`src/rtl/mxv_rx_loader_if.sv`:
```
// mxv_rx_loader_if
//   UART receive-side handshake between a UART receiver and mxv_rx_loader.
//   Handshake: the UART raises RxInterrupt with ReceivedData stable and keeps
//   both steady until it sees ClearInterrupt. The loader takes the byte on the
//   first cycle where RxInterrupt=1 and ClearInterrupt=0, then pulses
//   ClearInterrupt for exactly one cycle. RxInterrupt is ignored during that
//   pulse, so a level flag that has not yet dropped is never taken twice.
//   Signals:
//     RxInterrupt     UART -> loader  byte-ready flag
//     ReceivedData    UART -> loader  received byte
//     ClearInterrupt  loader -> UART  one-cycle acknowledge
//     dbg_state       loader -> any   current parser state, for observation
interface mxv_rx_loader_if #(
   parameter int WORD_LENGTH = 8
) ();
   logic                   RxInterrupt;
   logic [WORD_LENGTH-1:0] ReceivedData;
   logic                   ClearInterrupt;
   logic [2:0]             dbg_state;

   modport master (
      output RxInterrupt,
      output ReceivedData,
      input  ClearInterrupt,
      input  dbg_state
   );

   modport slave (
      input  RxInterrupt,
      input  ReceivedData,
      output ClearInterrupt,
      output dbg_state
   );
endinterface

```
`src/rtl/mxv_rx_loader.sv`:
```
// mxv_rx_loader
//   Parses framed commands arriving byte by byte from a UART and loads the
//   MxV engine: matrix dimension, input vector, matrix elements (streamed to
//   a FIFO) and a start pulse.
//   Frame: 0xFE, LEN, CMD, payload[LEN-1], 0xEF  (LEN counts CMD + payload)
//     0x01 set size    LEN=2      payload N (1..8)
//     0x02 start       LEN=1
//     0x03 load vector LEN=1+N    bytes land in a shadow, committed on tail
//     0x04 load matrix LEN=1+N*N  bytes forwarded to the FIFO as they arrive
//   Ports:
//     clk, reset     clock, synchronous active-low reset
//     rx             UART handshake (slave side of mxv_rx_loader_if)
//     Matrix_length  committed dimension N
//     vector         committed vector, element i in bits [8i+7:8i]
//     FIFOvalue      matrix element, qualified by FIFOpush
//     FIFOpush       one-cycle push strobe
//     start          one-cycle start pulse
//     frame_error    one-cycle pulse when a frame is rejected
module mxv_rx_loader #(
   parameter int WORD_LENGTH = 8
) (
   input  logic                   clk,
   input  logic                   reset,
   mxv_rx_loader_if.slave         rx,
   output logic [31:0]            Matrix_length,
   output logic [63:0]            vector,
   output logic [WORD_LENGTH-1:0] FIFOvalue,
   output logic                   FIFOpush,
   output logic                   start,
   output logic                   frame_error
);

   localparam logic [2:0] IDLE     = 3'd0;
   localparam logic [2:0] GET_LEN  = 3'd1;
   localparam logic [2:0] GET_CMD  = 3'd2;
   localparam logic [2:0] GET_DATA = 3'd3;
   localparam logic [2:0] GET_TAIL = 3'd4;
   localparam logic [2:0] EXEC     = 3'd5;

   localparam logic [7:0] SOF = 8'hFE;
   localparam logic [7:0] EOF = 8'hEF;

   logic [2:0]  state_q,  state_d;
   logic [7:0]  len_q,    len_d;
   logic [7:0]  cmd_q,    cmd_d;
   logic [6:0]  cnt_q,    cnt_d;
   logic [7:0]  n_q,      n_d;
   logic [63:0] shadow_q, shadow_d;
   logic [31:0] mlen_q,   mlen_d;
   logic [63:0] vec_q,    vec_d;
   logic [7:0]  fifo_q,   fifo_d;
   logic        push_q,   push_d;
   logic        start_q,  start_d;
   logic        ferr_q,   ferr_d;
   logic        clr_q;

   logic [7:0]  rx_byte;
   logic        accept;
   logic [7:0]  n8;
   logic [7:0]  exp_len;
   logic        cmd_ok;
   logic [7:0]  cnt_next;

   assign rx_byte = rx.ReceivedData;
   assign accept  = rx.RxInterrupt && !clr_q;
   assign n8      = mlen_q[7:0];
   assign cnt_next = {1'b0, cnt_q} + 8'd1;

   // Required LEN for the command byte currently on the bus; N is at most 8,
   // so N*N fits in eight bits.
   always_comb begin
      exp_len = 8'd0;
      cmd_ok  = 1'b1;
      case (rx_byte)
         8'h01:   exp_len = 8'd2;
         8'h02:   exp_len = 8'd1;
         8'h03:   exp_len = 8'd1 + n8;
         8'h04:   exp_len = 8'd1 + n8 * n8;
         default: cmd_ok  = 1'b0;
      endcase
   end

   always_comb begin
      state_d  = state_q;
      len_d    = len_q;
      cmd_d    = cmd_q;
      cnt_d    = cnt_q;
      n_d      = n_q;
      shadow_d = shadow_q;
      mlen_d   = mlen_q;
      vec_d    = vec_q;
      fifo_d   = fifo_q;
      push_d   = 1'b0;
      start_d  = 1'b0;
      ferr_d   = 1'b0;

      case (state_q)
         IDLE: begin
            // Anything other than a start-of-frame byte is line noise.
            if (accept && rx_byte == SOF) state_d = GET_LEN;
         end
         GET_LEN: begin
            if (accept) begin
               len_d   = rx_byte;
               state_d = GET_CMD;
            end
         end
         GET_CMD: begin
            if (accept) begin
               cmd_d    = rx_byte;
               cnt_d    = 7'd0;
               shadow_d = 64'd0;
               if (!cmd_ok || len_q == 8'd0 || len_q != exp_len) begin
                  ferr_d  = 1'b1;
                  state_d = IDLE;
               end else if (len_q == 8'd1) begin
                  state_d = GET_TAIL;
               end else begin
                  state_d = GET_DATA;
               end
            end
         end
         GET_DATA: begin
            if (accept) begin
               case (cmd_q)
                  8'h01: n_d = rx_byte;
                  // cnt_q < N <= 8 here, so the low three bits select the lane.
                  8'h03: shadow_d[{cnt_q[2:0], 3'b000} +: 8] = rx_byte;
                  8'h04: begin
                     fifo_d = rx_byte;
                     push_d = 1'b1;
                  end
                  default: ;
               endcase
               cnt_d = cnt_q + 7'd1;
               if (cnt_next == len_q - 8'd1) state_d = GET_TAIL;
            end
         end
         GET_TAIL: begin
            if (accept) begin
               if (rx_byte == EOF) begin
                  state_d = EXEC;
               end else begin
                  ferr_d  = 1'b1;
                  state_d = IDLE;
               end
            end
         end
         EXEC: begin
            case (cmd_q)
               8'h01: begin
                  if (n_q == 8'd0 || n_q > 8'd8) ferr_d = 1'b1;
                  else                           mlen_d = {24'd0, n_q};
               end
               8'h02:   start_d = 1'b1;
               8'h03:   vec_d   = shadow_q;
               default: ;
            endcase
            cnt_d   = 7'd0;
            state_d = IDLE;
         end
         default: state_d = IDLE;
      endcase
   end

   always_ff @(posedge clk) begin
      if (!reset) begin
         state_q  <= IDLE;
         len_q    <= 8'd0;
         cmd_q    <= 8'd0;
         cnt_q    <= 7'd0;
         n_q      <= 8'd0;
         shadow_q <= 64'd0;
         mlen_q   <= 32'd8;
         vec_q    <= 64'd0;
         fifo_q   <= 8'd0;
         push_q   <= 1'b0;
         start_q  <= 1'b0;
         ferr_q   <= 1'b0;
         clr_q    <= 1'b0;
      end else begin
         state_q  <= state_d;
         len_q    <= len_d;
         cmd_q    <= cmd_d;
         cnt_q    <= cnt_d;
         n_q      <= n_d;
         shadow_q <= shadow_d;
         mlen_q   <= mlen_d;
         vec_q    <= vec_d;
         fifo_q   <= fifo_d;
         push_q   <= push_d;
         start_q  <= start_d;
         ferr_q   <= ferr_d;
         clr_q    <= accept;
      end
   end

   assign rx.ClearInterrupt = clr_q;
   assign rx.dbg_state      = state_q;
   assign Matrix_length     = mlen_q;
   assign vector            = vec_q;
   assign FIFOvalue         = fifo_q;
   assign FIFOpush          = push_q;
   assign start             = start_q;
   assign frame_error       = ferr_q;

endmodule

```
`src/flat_wrapper.sv`:
```
// flat-port wrapper written by rule: the top's interface ports become plain ports
module mxv_rx_loader_flat 
#(
   parameter int WORD_LENGTH = 8
)
  (clk, reset, Matrix_length, vector, FIFOvalue, FIFOpush, start, frame_error, rx_RxInterrupt, rx_ReceivedData, rx_ClearInterrupt, rx_dbg_state);
  mxv_rx_loader_if #(.WORD_LENGTH(WORD_LENGTH)) rx_i ();
  input  logic clk;
  input  logic reset;
  output logic [31:0] Matrix_length;
  output logic [63:0] vector;
  output logic [WORD_LENGTH-1:0] FIFOvalue;
  output logic FIFOpush;
  output logic start;
  output logic frame_error;
  input wire logic [$bits(rx_i.RxInterrupt)-1:0] rx_RxInterrupt;
  input wire logic [$bits(rx_i.ReceivedData)-1:0] rx_ReceivedData;
  output wire logic [$bits(rx_i.ClearInterrupt)-1:0] rx_ClearInterrupt;
  output wire logic [$bits(rx_i.dbg_state)-1:0] rx_dbg_state;
  assign rx_i.RxInterrupt = rx_RxInterrupt;
  assign rx_i.ReceivedData = rx_ReceivedData;
  assign rx_ClearInterrupt = rx_i.ClearInterrupt;
  assign rx_dbg_state = rx_i.dbg_state;
  mxv_rx_loader #(.WORD_LENGTH(WORD_LENGTH)) u_core (.clk(clk), .reset(reset), .rx(rx_i), .Matrix_length(Matrix_length), .vector(vector), .FIFOvalue(FIFOvalue), .FIFOpush(FIFOpush), .start(start), .frame_error(frame_error));
endmodule
```
`config.mk`:
```
export PLATFORM = sky130hd
export DESIGN_NAME = mxv_rx_loader_flat
export DESIGN_NICKNAME = d
export VERILOG_FILES = /design/src/rtl/mxv_rx_loader_if.sv /design/src/rtl/mxv_rx_loader.sv /design/src/flat_wrapper.sv
export SDC_FILE = /design/constraint.sdc
export NUM_CORES = 1
export LEC_CHECK = 0
export BUFFER_PORTS_ARGS = -buffer_cell sky130_fd_sc_hd__buf_2
export CELL_PAD_IN_SITES_DETAIL_PLACEMENT = 1
export CELL_PAD_IN_SITES_GLOBAL_PLACEMENT = 1
export CORE_AREA = 2 2 137 152
export CTS_BUF_LIST = sky130_fd_sc_hd__clkbuf_8 sky130_fd_sc_hd__clkbuf_16
export DETAILED_ROUTE_END_ITERATION = 6
export DIE_AREA = 0 0 139 154
export PLACE_DENSITY_LB_ADDON = 0.25
export SLEW_MARGIN = 20
export SYNTH_ARGS = -nofsm -noshare
export SYNTH_HDL_FRONTEND = slang
export SYNTH_SLANG_ARGS = --single-unit
```
`constraint.sdc`:
```
create_clock -name clk -period 5.5 [get_ports clk]
set_input_delay 1.1 -clock clk [delete_from_list [all_inputs] [get_ports clk]]
set_output_delay 1.1 -clock clk [all_outputs]
set_load 0.1 [all_outputs]
```
==> load_flow_metrics.sql, run 1 <==
INSERT INTO impl_metrics (metric_group, metric, value, unit) VALUES
('sta', 'max_slew_margin', '24.77', '%'),
('setup_path', 'cpMaxStageDelayCell', 'sky130_fd_sc_hd__dfxtp_1', ''),
('sta', 'final_hold_viol_count', '0', ''),
('placement', 'dp_hpwl', '16110', 'um'),
('sta', 'timing_max_transition_violations_final', '0', ''),
('clock_tree', 'cts_num_sinks', '182', ''),
('clock_tree', 'tritoncts.num_buffers', '17', ''),
('synth', 'synthAdderAreaFrac', '4.930', '%'),
('synth', 'postSynth.asyncResetShare', '0', '%'),
('clock_tree', 'clock_insertion_delay_worst_skew', '430', 'ps'),
('synth', 'post_synth_xor_area_fraction', '3.222', '%'),
('power', 'maximum_vdd_ir_drop', '0.2672', 'mV'),
('cells_and_area', 'layout.cells.most_common', 'sky130_fd_sc_hd__nand2_1', ''),
('die', 'row_count', '54', ''),
('drt', 'route.detailed.drc', '0', ''),
('clock_tree', 'ctsLongestPathBuffers', '2', ''),
('synth', 'synth_simple_gate_area_share', '24.13', '%'),
('setup_path', 'worstSetupStartpointType', 'flop', ''),
('setup_path', 'worst_path_largest_cell_delay', '600', 'ps'),
('setup_path', 'crit_chain', 'and2_1 -> xnor2_1 -> ha_1 -> a41oi_1 -> fa_1 -> inv_1 -> ha_1 -> inv_1 -> fa_1 -> inv_1 -> ha_1 -> a21o_1 -> a21oi_1 -> nor4b_1 -> nor4b_2 -> o2111a_2 -> a21oi_1 -> or3_1', ''),
('power', 'power.density', '274.4', 'nW/um^2'),
('drt', 'route.vias.total', '7495', ''),
('setup_path', 'worstSetupEndpointType', 'flop', ''),
('clock_tree', 'clkTransAtPathRegs', '70', 'ps'),
('sta', 'final_critical_path_required_period', '4660', 'ps'),
('sta', 'max_freq', '0.2146', 'GHz'),
('global_routing', 'grt_start_max_net_pins', '67', ''),
('global_routing', 'globalRoute.totalOverflow', '0', ''),
('clock_tree', 'post_cts_hold_buffer_count', '0', ''),
('hold_path', 'hp-class', 'flop to flop', ''),
('drt', 'dr.first_iter.drc_count', '457', ''),
('cells_and_area', 'design.final.nets', '1133', ''),
('global_routing', 'grt_antenna_before_repair', '0', ''),
('cells_and_area', 'layout-drive-gt1-share', '12.95', '%'),
('sta', 'fin_worst_hold_slack', '453.6', 'ps'),
('drt', 'totalWireLength', '23960', 'um'),
('status', 'status', 'completed', ''),
('setup_path', 'cp_required', '5810', 'ps'),
('die', 'die_area', '21410', 'um^2'),
('drt', 'avgViaCountPerCell', '5.527', ''),
('cells_and_area', 'fin_util', '47.95', '%'),
('setup_path', 'worst_setup_path_startpoint', 'u_core.Matrix_length[0]', ''),
('synth', 'synth_warnings', '0', ''),
('drt', 'routedWlPerCell', '17.67', 'um'),
('sta', 'fin_tns_setup', '0', 'ps'),
('die', 'dieHeight', '154', 'um'),
('setup_path', 'r2r_start', 'u_core.Matrix_length[0]', ''),
('cells_and_area', 'antenna_diode_count', '0', ''),
('global_routing', 'grt_first_pass_wirelength', '39500', 'um'),
('setup_path', 'arrival', '4970', 'ps'),
('synth', 'yosysSeqAreaShare', '43.24', '%'),
('synth', 'synth.distinct_cells', '64', ''),
('die', 'floorplan.io_pins', '122', ''),
('sta', 'finalSetupViolations', '0', ''),
('synth', 'dominant_combinational_cell_family_by_area_after_synthesis', 'simple AND/OR/NAND/NOR gates', ''),
('sta', 'clock_skew', '8.716', 'ps'),
('drt', 'pre_antenna_drt_iters', '5', ''),
('die', 'design.core.area', '19730', 'um^2'),
('synth', 'mean_syn_cell_area', '8.117', 'um^2'),
('synth', 'synth-edff-count', '0', ''),
('sta', 'final_min_period_over_clock_period', '84.72', '%'),
('synth', 'synth_compound_area_share', '16.19', '%'),
('setup_path', 'crit_buf_inv', '3', ''),
('clock_tree', 'postCtsSetupBuffers', '0', ''),
('setup_path', 'crit_family', 'adder cells', ''),
('clock_tree', 'htreeDepth', '4', ''),
('placement', 'global_placement_routability_congestion', '0.8306', ''),
('setup_path', 'critical_setup_path_class', 'flop to flop', ''),
('power', 'static-leakage-power', '3.771', 'nW'),
('cells_and_area', 'flow.area_growth_from_synthesis', '12.27', '%'),
('cells_and_area', 'top_library_cells_by_usage_in_the_layout_fill_and_taps_aside', '197 x sky130_fd_sc_hd__nand2_1, 182 x sky130_fd_sc_hd__dfxtp_1, 115 x sky130_fd_sc_hd__a21oi_1, 112 x sky130_fd_sc_hd__nor2_1, 97 x sky130_fd_sc_hd__buf_2', '');
[logic make-up after synthesis]
kind of cell,after synthesis
adders and majority gates,29
buffers and inverters,119
muxes,14
xor gates and xnor gates,31
AOI/OAI and AO/OA,221
other,1
DFF,182
and+or+nand+nor,441
[path summary, 6_finish.rpt]
kind | to | slack [ps] | cells after the start
max | u_core.frame_error | 840 | 18
min | u_core.vector[51] | 450 | 2
max reg2reg | u_core.frame_error | 840 | 18
min reg2reg | u_core.vector[51] | 450 | 2
[worst reg2reg max path, stage by stage (launching register included)]
cell	delay (ps)
sky130_fd_sc_hd__dfxtp_1	600
sky130_fd_sc_hd__and2_1	240
sky130_fd_sc_hd__xnor2_1	140
sky130_fd_sc_hd__ha_1	170
sky130_fd_sc_hd__a41oi_1	50
sky130_fd_sc_hd__fa_1	520
sky130_fd_sc_hd__inv_1	40
sky130_fd_sc_hd__ha_1	260
sky130_fd_sc_hd__inv_1	50
sky130_fd_sc_hd__fa_1	520
sky130_fd_sc_hd__inv_1	40
sky130_fd_sc_hd__ha_1	350
sky130_fd_sc_hd__a21o_1	200
sky130_fd_sc_hd__a21oi_1	290
sky130_fd_sc_hd__nor4b_1	120
sky130_fd_sc_hd__nor4b_2	260
sky130_fd_sc_hd__o2111a_2	280
sky130_fd_sc_hd__a21oi_1	70
sky130_fd_sc_hd__or3_1	340
[metal layers]
layer / vias up / global-route usage, % / routed length (um)
met3: 38 / 3.768 / 864
li1: 3599 / - / -
met2: 170 / 39.08 / 11560
met5: - / 0 / 0
met1: 3688 / 28.69 / 10950
met4: 0 / 8.273 / 591
[synth_stat cells, drive strengths merged (10+ instances only)]
cell type,count,area share [%]
xnor2,26,2.7
nand3,29,1.7
a21oi,115,6.8
nor4,11,0.82
a22oi,53,4.7
dfxtp,182,43
mux2i,14,1.7
and3,10,0.74
nand2,197,8.8
o21ai,19,1.1
clkbuf,56,2.5
and2,14,1.0
buf,34,2.8
ha,22,3.3
inv,29,1.3
nor2,112,5.0
[cell type report]
| cell class | count | area (um^2) |
|---|---|---|
| Clock inverter | 10 | 72.57 |
| Sequential cell | 182 | 3643 |
| Clock buffer | 20 | 466.7 |
| Timing Repair Buffer | 103 | 530.5 |
| Inverter | 29 | 111.4 |
| Fill cell | 2480 | 10270 |
| Multi-Input combinational cell | 760 | 4319 |
| Tap cell | 252 | 315.3 |
[state kept, by name, summed over array words and instances (netlist names)]
signal	cells
u_core.rx.ClearInterrupt	1
u_core.vector	64
u_core.Matrix_length	8
u_core.cmd_q	8
u_core.FIFOpush	1
u_core.shadow_q	64
u_core.rx.dbg_state	3
u_core.n_q	8
u_core.FIFOvalue	8
u_core.cnt_q	7
u_core.len_q	8
u_core.frame_error	1
u_core.start	1
[per-stage QoR]
stage          setup WS, ps  power (W)  std cells  instance area (um^2)
2_1_floorplan         535.3   0.001476       1061                  8512
3_3_place_gp           1027   0.001490       1326                  8920
3_5_place_dp          832.9   0.001489       1326                  8920
4_1_cts               831.7   0.002618       1356                  9459
5_1_grt               538.0   0.002679       1356                  9459
6_report              840.1   0.002596       1356                  9459
[where the power goes]
| part | total, W | internal [W] | switching, W | leakage, nW |
|---|---|---|---|---|
| Clock | 0.00114 | 0.000613 | 0.000523 | 0.267 |
| Sequential | 0.00132 | 0.00132 | 0.000000439 | 1.47 |
| Combinational | 0.000142 | 0.0000114 | 0.000130 | 2.04 |
| Total | 0.00260 | 0.00194 | 0.000654 | 3.77 |
(Power assumes the default switching activity.)
==> run 2: changes to the inputs <==
ABC_AREA = 1   (was default)
CORE_AREA = 2 2 140 156   (was 2 2 137 152)
DIE_AREA = 0 0 142 158   (was 0 0 139 154)
clock period = 4.4 ns   (was 5.5 ns; I/O delays follow)
==> load_flow_metrics.sql, run 2 <==
INSERT INTO impl_metrics (metric_group, metric, value, unit) VALUES
('power', 'power.density', '338.3', 'nW/um^2'),
('drt', 'dr.first_iter.drc_count', '329', ''),
('status', 'status', 'completed', ''),
('clock_tree', 'tritoncts.num_buffers', '17', ''),
('synth', 'yosysSeqAreaShare', '42.02', '%'),
('placement', 'dp_hpwl', '17890', 'um'),
('synth', 'synth.cells.most_frequent', '182 x sky130_fd_sc_hd__dfxtp_1, 171 x sky130_fd_sc_hd__nor2_1, 166 x sky130_fd_sc_hd__nand2_1', ''),
('sta', 'clock_skew', '14.73', 'ps'),
('sta', 'max_slew.worst_pin.slew', '1086', 'ps'),
('global_routing', 'globalRoute.totalOverflow', '0', ''),
('cells_and_area', 'final_instance_area', '9843', 'um^2'),
('setup_path', 'cp_required', '4760', 'ps'),
('synth', 'area_share_of_the_leading_cell_type_in_the_synthesized_netlist', '42.02', '%'),
('setup_path', 'arrival', '4360', 'ps'),
('sta', 'final_min_period_over_clock_period', '90.87', '%'),
('power', 'maximum_vdd_ir_drop', '0.2683', 'mV'),
('synth', 'synth_most_common_cell', 'sky130_fd_sc_hd__dfxtp_1', ''),
('global_routing', 'grt_antenna_before_repair', '0', ''),
('die', 'initial_utilization', '41.39', '%'),
('sta', 'worst_slack', '401.8', 'ps'),
('sta', 'max_freq', '0.2501', 'GHz'),
('cells_and_area', 'stdcell_count', '1511', ''),
('sta', 'final_hold_viol_count', '0', ''),
('synth', 'yosys.area.top_type', 'sky130_fd_sc_hd__dfxtp_1', ''),
('global_routing', 'grt_start_max_net_pins', '105', ''),
('global_routing', 'via_count_of_the_first_global_routing_pass', '7820', ''),
('die', 'design.core.area', '20950', 'um^2'),
('setup_path', 'critical_setup_path_class', 'flop to flop', ''),
('cells_and_area', 'design.final.nets', '1277', ''),
('clock_tree', 'clkTransAtPathRegs', '80', 'ps'),
('drt', 'pre_antenna_drt_iters', '4', ''),
('drt', 'route.vias.total', '7953', ''),
('synth', 'synthesis.instances', '1163', ''),
('clock_tree', 'ctsLongestPathBuffers', '2', ''),
('clock_tree', 'clockRootBuffer', 'sky130_fd_sc_hd__clkbuf_16', ''),
('sta', 'rsz0062_at_grt', 'false', ''),
('clock_tree', 'htreeDepth', '4', ''),
('die', 'row_count', '56', ''),
('placement', 'postPlaceCellArea', '9205', 'um^2'),
('synth', 'synth_top_cells_by_area', 'sky130_fd_sc_hd__dfxtp_1 42%, sky130_fd_sc_hd__nor2_1 7.4%, sky130_fd_sc_hd__nand2_1 7.2%, sky130_fd_sc_hd__a21oi_1 6.5%, sky130_fd_sc_hd__o21ai_0 6.1%', ''),
('power', 'static-leakage-power', '4.435', 'nW'),
('cells_and_area', 'layout-drive-gt1-share', '15.44', '%'),
('synth', 'postSynth.asyncResetShare', '0', '%'),
('drt', 'avgViaCountPerCell', '5.263', ''),
('global_routing', 'globalRouteTotalUtil', '22.81', '%'),
('drt', 'totalWireLength', '25420', 'um'),
('synth', 'synth_warnings', '0', ''),
('setup_path', 'worstSetupStartpointType', 'flop', ''),
('sta', 'final_critical_path_required_period', '3998', 'ps'),
('clock_tree', 'clock_insertion_delay_worst_skew', '440', 'ps'),
('cells_and_area', 'multi_input_comb_area', '4259', 'um^2'),
('cells_and_area', 'seqCellArea', '3654', 'um^2'),
('cells_and_area', 'top_library_cells_by_usage_in_the_layout_fill_and_taps_aside', '178 x sky130_fd_sc_hd__dfxtp_1, 170 x sky130_fd_sc_hd__nor2_1, 166 x sky130_fd_sc_hd__nand2_1, 112 x sky130_fd_sc_hd__a21oi_1, 106 x sky130_fd_sc_hd__o21ai_0', ''),
('hold_path', 'hp-class', 'flop to flop', ''),
('sta', 'finalSetupViolations', '0', ''),
('placement', 'placement.io_buffers', '97', ''),
('placement', 'global_placement_routability_congestion', '0.8223', ''),
('synth', 'synth.distinct_cells', '43', ''),
('setup_path', 'worstSetupEndpointType', 'flop', ''),
('placement', 'detailedPlace.worstSlack', '360.3', 'ps'),
('die', 'die_width', '142', 'um'),
('die', 'floorplan.io_pins', '122', ''),
('cells_and_area', 'flow.area_growth_from_synthesis', '13.52', '%'),
('cells_and_area', 'antenna_diode_count', '0', ''),
('clock_tree', 'cts_tree', 'built', ''),
('clock_tree', 'cts_num_sinks', '182', ''),
('die', 'dieHeight', '158', 'um'),
('cells_and_area', 'filler_cell_count', '2687', ''),
('drt', 'routedWlPerCell', '16.83', 'um'),
('cells_and_area', 'layout.cells.most_common', 'sky130_fd_sc_hd__dfxtp_1', ''),
('synth', 'synth-edff-count', '0', ''),
('synth', 'yosys_most_used_dff', 'sky130_fd_sc_hd__dfxtp_1', ''),
('synth', 'synthesis.area', '8671', 'um^2'),
('sta', 'fin_tns_setup', '0', 'ps'),
('flow_run', 'cap_viol_max_count', '0', ''),
('global_routing', 'grt_first_pass_wirelength', '40580', 'um'),
('drt', 'drtAntennaViolNets', '0', ''),
('drt', 'route.detailed.drc', '0', ''),
('clock_tree', 'post_cts_hold_buffer_count', '0', ''),
('die', 'die_area', '22440', 'um^2'),
('synth', 'mean_syn_cell_area', '7.456', 'um^2'),
('synth', 'postSynthRegisterBits', '182', ''),
('sta', 'max_slew_margin', '27.06', '%'),
('placement', 'dp.cells', '1474', ''),
('sta', 'timing_max_transition_violations_final', '0', ''),
('setup_path', 'critical_path_peak_fanout', '12', '');
==> run 2: cell count changes after synthesis, sizes merged, moves of 14 or more <==
cell	before	now
clkbuf	56	30
nand4	7	58
nand2	197	172
and2	14	0
inv	29	106
mux2i	14	0
nor3	8	22
o21ai	19	114
xnor2	26	6
a22oi	53	0
nor2	112	184
nand3	29	43
buf	34	50
==> run 2: worst paths after layout <==
check	slack, ps	depth (start not counted)	to	from
hold reg to reg	450	2	u_core.n_q[5]	u_core.n_q[5]
setup reg to reg	400	20	u_core.rx.dbg_state[0]	u_core.Matrix_length[2]
hold / removal	450	2	u_core.n_q[5]	u_core.n_q[5]
setup / recovery	400	20	u_core.rx.dbg_state[0]	u_core.Matrix_length[2]
==> run 2: area by class of cell <==
type / instances / area share, %
clock inverters: 15 / 1.665
clock buffers: 17 / 4.322
inverters: 107 / 4.106
multi-input cells: 817 / 43.27
well taps: 261 / 3.318
repair buffers: 112 / 6.203
flip-flops and latches: 182 / 37.12
==> run 2: logic make-up (layout without fill, tap and decap cells) <==
| family | Yosys count | in the layout | share of synthesized area (%) |
|---|---|---|---|
| xor+xnor | 21 | 21 | 2.121 |
| simple gates | 494 | 494 | 26.06 |
| compound gates | 249 | 249 | 15.02 |
| fa+ha+maj | 29 | 29 | 4.791 |
| other cells | 1 | 24 | 0.04325 |
| flops | 182 | 182 | 42.02 |
| buf+inv | 187 | 251 | 9.942 |
==> run 2: repair_timing <==
action,in CTS,in global routing
buffers inserted,0,5
endpoints found under the setup margin,0,4
gates resized for setup,0,4
==> run 2: power by group <==
part           switching [W]  internal [W]
Clock               0.000759      0.000761
Combinational       0.000152     0.0000134
Sequential       0.000000474       0.00164
Total               0.000911       0.00242
==> run 2: through the flow <==
stage | total power (W) | hold slack (ps) | utilization [%]
6_report | 0.003330 | 451.1 | 46.98
4_1_cts | 0.003359 | 454.9 | 46.75
2_1_floorplan | 0.001837 | 423.3 | -
5_1_grt | 0.003431 | 459.7 | 46.98
3_5_place_dp | 0.001849 | 442.9 | 43.94
3_3_place_gp | 0.001850 | 437.4 | 43.94
==> run 2: worst max-delay path: stages, from the launching register on <==
cell and delay [ps]:
sky130_fd_sc_hd__dfxtp_1 610, sky130_fd_sc_hd__nand2_1 170, sky130_fd_sc_hd__fa_1 520, sky130_fd_sc_hd__inv_1 50
sky130_fd_sc_hd__fa_1 490, sky130_fd_sc_hd__inv_1 60, sky130_fd_sc_hd__fa_1 540, sky130_fd_sc_hd__inv_1 50
sky130_fd_sc_hd__ha_1 310, sky130_fd_sc_hd__nand3b_1 170, sky130_fd_sc_hd__nand4_1 120, sky130_fd_sc_hd__nand2_1 60
sky130_fd_sc_hd__nand2_1 50, sky130_fd_sc_hd__nand2_1 60, sky130_fd_sc_hd__nor2_2 90, sky130_fd_sc_hd__nand2_1 80
sky130_fd_sc_hd__nor2_4 140, sky130_fd_sc_hd__nand3_2 80, sky130_fd_sc_hd__nand2_1 70, sky130_fd_sc_hd__nand2_1 70
sky130_fd_sc_hd__a21oi_2 120
==> run 2: layer usage <==
layer | routed length (um) | track usage, %
met5 | 0 | 0
met2 | 13200 | 40.95
met3 | 574 | 3.206
met1 | 10960 | 27.58
met4 | 692 | 8.762
